**src/rtl/coin_pkg.sv**
```systemverilog
// Shared types and constants for the coin dispenser: FSM state, amount width, coin values.
// Latency: none (types and constants only).
// Backpressure: none; the dispenser is paced by coin_ack from the mechanism.
package coin_pkg;

    localparam int AMT_W = 5;

    localparam logic [AMT_W-1:0] VAL_NKL  = 5'd1;
    localparam logic [AMT_W-1:0] VAL_DIME = 5'd2;
    localparam logic [AMT_W-1:0] VAL_QTR  = 5'd5;
    localparam logic [AMT_W-1:0] VAL_DLR  = 5'd20;

    typedef enum logic [1:0] {
        ST_IDLE  = 2'd0,
        ST_ISSUE = 2'd1,
        ST_DONE  = 2'd2
    } state_e;

    // One request line per denomination; at most one bit set.
    typedef struct packed {
        logic dollar;
        logic quarter;
        logic dime;
        logic nickel;
    } coin_sel_t;

endpackage

```
**src/rtl/coin_select.sv**
```systemverilog
// Greedy coin picker: largest denomination not exceeding the remaining amount (COIN_DISPENSE_DOLLAR_EN adds dollar).
// Latency: purely combinational.
// Backpressure: none; output simply follows the remaining-amount input.
module coin_select
    import coin_pkg::*;
(
    input  logic [AMT_W-1:0] rem_i,
    output coin_sel_t        sel_o,
    output logic [AMT_W-1:0] val_o
);

    // Pick one coin; zero remaining selects nothing so the subtracted value is never larger than R.
    always_comb begin
        sel_o = '0;
        val_o = '0;
`ifdef COIN_DISPENSE_DOLLAR_EN
        if (rem_i >= VAL_DLR) begin
            sel_o.dollar = 1'b1;
            val_o        = VAL_DLR;
        end else
`endif
        if (rem_i >= VAL_QTR) begin
            sel_o.quarter = 1'b1;
            val_o         = VAL_QTR;
        end else if (rem_i >= VAL_DIME) begin
            sel_o.dime = 1'b1;
            val_o      = VAL_DIME;
        end else if (rem_i != '0) begin
            sel_o.nickel = 1'b1;
            val_o        = VAL_NKL;
        end
    end

endmodule

```
**src/rtl/coin_dispense.sv**
```systemverilog
// Coin payout sequencer: loads an amount, requests coins one at a time, pulses done at completion.
// Latency: first coin line high right after the load edge; done high right after the last ack edge.
// Backpressure: each coin line held until coin_ack; enable=0 freezes everything (COIN_DISPENSE_DOLLAR_EN optional).
module coin_dispense
    import coin_pkg::*;
(
    input  logic             clk,
    input  logic             reset,
    input  logic             enable,
    input  logic             load,
    input  logic [AMT_W-1:0] amount,
    input  logic             coin_ack,
    output logic             dollar,
    output logic             quarter,
    output logic             dime,
    output logic             nickel,
    output logic             busy,
    output logic             done,
    output logic [AMT_W-1:0] remaining
);

    state_e           state_q, state_d;
    logic [AMT_W-1:0] rem_q, rem_d;

    coin_sel_t        sel;
    logic [AMT_W-1:0] sel_val;
    logic [AMT_W-1:0] rem_after;

    // The coin on offer is always derived from the registered remaining amount.
    coin_select u_sel (
        .rem_i (rem_q),
        .sel_o (sel),
        .val_o (sel_val)
    );

    // sel_val <= rem_q by construction, so this never wraps.
    assign rem_after = rem_q - sel_val;

    // State and remaining-amount registers, cleared asynchronously.
    always_ff @(posedge clk or posedge reset) begin
        if (reset) begin
            state_q <= ST_IDLE;
            rem_q   <= '0;
        end else begin
            state_q <= state_d;
            rem_q   <= rem_d;
        end
    end

    // Next-state logic; nothing advances unless enable is high.
    always_comb begin
        state_d = state_q;
        rem_d   = rem_q;
        if (enable) begin
            case (state_q)
                ST_IDLE: begin
                    if (load) begin
                        rem_d   = amount;
                        state_d = (amount != '0) ? ST_ISSUE : ST_DONE;
                    end
                end
                ST_ISSUE: begin
                    if (coin_ack) begin
                        rem_d = rem_after;
                        if (rem_after == '0) begin
                            state_d = ST_DONE;
                        end
                    end
                end
                ST_DONE: begin
                    state_d = ST_IDLE;
                end
                default: begin
                    state_d = ST_IDLE;
                    rem_d   = '0;
                end
            endcase
        end
    end

    // Outputs decode straight from registers, so they change only at clock edges or reset.
    always_comb begin
        dollar    = 1'b0;
        quarter   = 1'b0;
        dime      = 1'b0;
        nickel    = 1'b0;
        busy      = (state_q == ST_ISSUE);
        done      = (state_q == ST_DONE);
        remaining = rem_q;
        if (state_q == ST_ISSUE) begin
            dollar  = sel.dollar;
            quarter = sel.quarter;
            dime    = sel.dime;
            nickel  = sel.nickel;
        end
    end

endmodule

```
**config.mk**
```make
export PLATFORM = sky130hd
export DESIGN_NAME = coin_dispense
export DESIGN_NICKNAME = d
export VERILOG_FILES = /design/src/rtl/coin_pkg.sv /design/src/rtl/coin_select.sv /design/src/rtl/coin_dispense.sv
export SDC_FILE = /design/constraint.sdc
export NUM_CORES = 1
export LEC_CHECK = 0
export CAP_MARGIN = 20
export CORE_UTILIZATION = 45
export CTS_CLUSTER_DIAMETER = 200
export DETAILED_ROUTE_END_ITERATION = 16
export PLACE_DENSITY = 0.77
export SYNTH_ARGS = -nofsm -noshare
export SYNTH_HDL_FRONTEND = slang
export SYNTH_SLANG_ARGS = --single-unit
```
**constraint.sdc**
```tcl
create_clock -name clk -period 2.7 [get_ports clk]
set_clock_uncertainty 0.1 [all_clocks]
set_input_delay 0.405 -clock clk [delete_from_list [all_inputs] [get_ports clk]]
set_output_delay 0.405 -clock clk [all_outputs]
set_load 0.01 [all_outputs]
```
After elaboration in Yosys (flattened, before gate mapping)

Index checks and enable logic that the tools add are counted.

Bits of input ports: 10
Bits in registers: 7
Output and inout port bits: 11
Logic and storage cells: 36

Equality and inequality tests: 5
$add $sub $neg: 1
Mux-type cells: 19
Reduce and logical (&&, ||, !) cells: 6
Order comparisons: 2
Bitwise operators: 1

Operators with widths:

| cell               | number |
|---|---|
| $mux 5             | 4 |
| $pmux 5 s3         | 1 |
| $mux 2             | 5 |
| $reduce_bool 5->1  | 2 |
| $mux 1             | 8 |
| $reduce_and 4->1   | 2 |
| $ge 5x2->1 const B | 1 |
| $ge 5x3->1 const B | 1 |
| $logic_not 5->1    | 1 |
| $sub 5x5->5        | 1 |
| $ne 2x2->1 const B | 2 |
| $pmux 2 s2         | 1 |
| $eq 2x1->1 const B | 1 |
| $eq 2x2->1 const B | 1 |
| $logic_not 2->1    | 1 |
| $ne 2x1->1 const B | 1 |
| $not 1->1          | 1 |

Longest topological paths before layout

Word-level depth: 9
Gate-level depth with buffers: 9
Gate-level depth less buffers: 9

Hierarchy

Synthesis repeated with hierarchy kept, for this count alone.

Cell total of the unflattened synthesis: 94
Area total of the unflattened synthesis: 787.0 µm²

By module, submodules not included:

| module        | area each (µm²) | seq. area each (µm²) | cells an instance | times used |
|---|---|---|---|---|
| coin_dispense | 678.2           | 175.2                | 78                | 1 |
| coin_select   | 108.9           | 0.0                  | 16                | 1 |

Worst setup path before layout

OpenSTA, ideal clock, no wires.

Path kind: reg-to-reg
From: reg rem_q[1], in the netlist remaining[1]
To: reg state_q[0]
Library setup time: 126 ps
Setup slack: 306 ps
Data required time: 2474 ps
Clock period less this slack: 2394 ps
Stages on the path, launching flop included: 10
Path buffers: 0
Data arrival time: 2169 ps
Cells stage by stage: dfrtp_1 o21ai_0 and2_1 o21ai_0 inv_1 fa_1 xor2_1 and3_1 o2111ai_1 a221o_1

Cells in the longest elaborated chain, start to end: 8
Elaborated cells on any way between the ends: 10
Those cells by class: add/sub (1); order compare (2); eq/ne (1); mux (3); reduce/logical (3)

RTL lines:

| element                                            | line                | RTL |
|---|---|---|
| from (decl)                                        | coin_dispense.sv:23 | `logic [AMT_W-1:0] rem_q, rem_d;` |
| from (signal assigned)                             | coin_dispense.sv:46 | `rem_q <= rem_d;` |
| branches (longest 4 deep; another with $ge 5x2->1) | -                   |  |
| $sub 5x5->5 (*)                                    | coin_dispense.sv:37 | `assign rem_after = rem_q - sel_val;` |
| $logic_not 5->1 (*)                                | coin_dispense.sv:65 | `if (rem_after == '0) begin` |
| $ne 2x1->1 (no source line) (*)                    | -                   |  |
| $reduce_and 4->1 (no source line) (*)              | -                   |  |
| to (signal assigned)                               | coin_dispense.sv:45 | `state_q <= state_d;` |
| to (decl)                                          | coin_dispense.sv:22 | `state_e state_q, state_d;` |

Mark *: on every way between the ends.
A chain may end at the register's enable or synchronous reset.

Worst setup path in the final report

From: reg rem_q[3], in the netlist remaining[3]
To: reg state_q[0]

Same word-level chain as after synthesis.

==> metrics.txt <==
status finished clean; EDFF count, synth 0; Pins Over Slew Limit 0; Die X 41.1 µm; crit path max fanout 9; Routed WL per cell 14.2 µm; final hold violation count 0; DR vias/cell 5.91; CP max stage delay 0.44 ns; Layout area overhead 34.8%; antenna viol nets, final 0; worst reg2reg setup slack 0.25 ns; hpwl dp 1.28 mm; post-synthesis mux area share 2.18%; Clock Root Buffer clkbuf_4; vias 709; net count after synthesis 96; Post-Synth Adder-Cell Area 8.35%; total negative slack 0 ns; CP arrival 2.50 ns; DRC errors left 0; worst vdd ir 0.607 mV; CTS tree yes; Inserted Clock Buffers 3; sequential element share of the synthesized area 25.4%; Yosys reg bits 7; clk sink count 7; clk_lat worst skew 0.26 ns; share of cells above drive strength 1 15.2%; fin crit period 2.45 ns; CTS clk-pin slew, worst paths 0.06 ns; Tcrit/Tclk final 90.9%; Synth async-reset ratio 100%; crit path capture type flop; Final Core Density 68.0%; P per Cell Area 899 nW/µm²; Yosys top cell area share 25.4%; die area 1690 µm²; pin count of the biggest net entering global routing 17; initial antenna violation count 0; maxcap violations 0; reg2reg end state_q[0]$_DFFE_PP0P_; critical path required time 2.74 ns; Synth Area in XOR/XNOR 1.27%; compound-cell area share of the yosys netlist 32.8%; IO Count 21; GPL Wtd Cong 0.768; Routed Wire Length 1.70 mm; Post-synth top cells dfrtp_1, nor2_1, a21oi_1, inv_1, nand2_1; FF-to-FF path depth 8; Initial Util 50.5%; Pre-antenna DRT Iters 4; CP Class flop to flop; Post-synth top flop dfrtp_1; largest family of logic cells by synthesized area compound AO/OA/AOI/OAI gates; gr usage total 27.1%; Synthesis Warnings 0; # H-tree levels 1; f_max 408 MHz; first-pass GRT wire length 2.89 mm; # diodes 0; Critical R2R Launch remaining[3]$_DFFE_PP0P_; core footprint 1370 µm²; CP max-delay cell dfrtp_2; Clock Tree Buf Depth 2; Netlist cell types 36; final net count 120; fill cell count 123; vias in the first global route 636; height of the chip 41.1 µm; GRT overflow 0; first-iteration detailed-routing DRC count 14; row count 13; hold slack 0.283 ns; worst path cell trace nor2_1 > o211ai_1 > ha_1 > fa_1 > xor2_1 > and3_1 > o2111ai_1 > a221o_1; Synth Instances 82; Synth Area in Simple Gates 22.0%; CP Launch Type flop; synthesized cell area 689 µm²; port buffer count 19; leakage 0.386 nW; Setup violations, final 0; average size of a mapped cell 8.41 µm²; top post-synthesis cells by area dfrtp_1, ha_1, a21bo_2; HP Class input pin to asynchronous set/reset pin; leading area contributor after synthesis dfrtp_1
[flip-flops by register name, summed over array words and instances, names as in the netlist]
register / flops
remaining: 5
state_q: 2
[worst max path at each step]
stage	start	endpoint	slack, ns	cells past startpoint
after detailed placement	remaining[1]$_DFFE_PP0P_	state_q[0]$_DFFE_PP0P_	0.20	9
final	remaining[3]$_DFFE_PP0P_	state_q[0]$_DFFE_PP0P_	0.25	8
after global placement	remaining[3]$_DFFE_PP0P_	state_q[0]$_DFFE_PP0P_	0.27	8
after floorplan	remaining[1]$_DFFE_PP0P_	state_q[0]$_DFFE_PP0P_	0.31	9
after global routing	remaining[0]$_DFFE_PP0P_	state_q[0]$_DFFE_PP0P_	-0.01	9
after CTS	remaining[1]$_DFFE_PP0P_	state_q[0]$_DFFE_PP0P_	0.17	9
[through the flow]
step / setup WS (ns) / cell area [µm²] / total power [W] / cells
6_report: 0.247 / 930 / 0.000836 / 120
5_1_grt: -0.0137 / 930 / 0.000929 / 120
4_1_cts: 0.174 / 911 / 0.000809 / 118
3_5_place_dp: 0.199 / 885 / 0.000701 / 114
3_3_place_gp: 0.266 / 885 / 0.000695 / 114
2_1_floorplan: 0.306 / 689 / 0.000528 / 82
[cell families (layout without fill, tap and decap cells)]
kind of cell,after synthesis,count (layout)
DFF,7,7
adders and majority gates,4,4
buffers and inverters,10,33
other,1,1
AOI/OAI and AO/OA,30,30
muxes,1,1
and+or+nand+nor,28,28
xor gates and xnor gates,1,1
[layout by cell type (no fill, tap or decap), types with 2 or more instances in the layout]
cell type	n
o221ai_1	2
nand3b_1	2
a22oi_1	3
inv_1	6
nor2_1	7
dfrtp_2	3
a21bo_2	3
buf_4	4
nor2b_1	4
ha_1	3
nand2_1	5
o21ai_0	4
o2111ai_1	3
clkbuf_4	3
and3_1	2
clkdlybuf4s50_1	19
dfrtp_1	4
a21oi_1	6
o211ai_1	3
[where the power goes]
group | leakage [nW] | internal (W) | switching, W
logic | 0.295 | 0.000280 | 0.000249
registers | 0.0764 | 0.000147 | 0.0000562
clock network | 0.0150 | 0.0000569 | 0.0000465
total | 0.386 | 0.000484 | 0.000351
[routing by layer]
metal / vias up / part of all wire (%) / track usage, %
li1: 351 / - / -
met3: 5 / 5.2 / 8.15
met2: 22 / 48 / 43.4
met4: 0 / 1.9 / 12.1
met1: 331 / 45 / 33.2
met5: - / 0 / 0
[repair_timing]
action	CTS	global route
setup endpoints to repair	0	1
hold buffers	0	0
gates resized for setup	0	3
setup buffers	0	2
[cell type report]
cell class                      instances  area, µm²  area share [%]
Timing Repair Buffer                   23        220            23.7
Multi-Input combinational cell         65        463            49.8
Clock buffer                            4       26.3            2.83
Sequential cell                         7        179            19.2
Inverter                                6       22.5            2.42
Tap cell                               15       18.8            2.02
[worst max-delay path: cells and delay by family, from the launching register on]
| family | cells | cell delay, ns |
|---|---|---|
| xor+xnor | 1 | 0.17 |
| fa+ha+maj | 2 | 0.63 |
| flops | 1 | 0.44 |
| simple gates | 2 | 0.39 |
| compound gates | 3 | 0.61 |
Power figures use the tool's default switching activity.
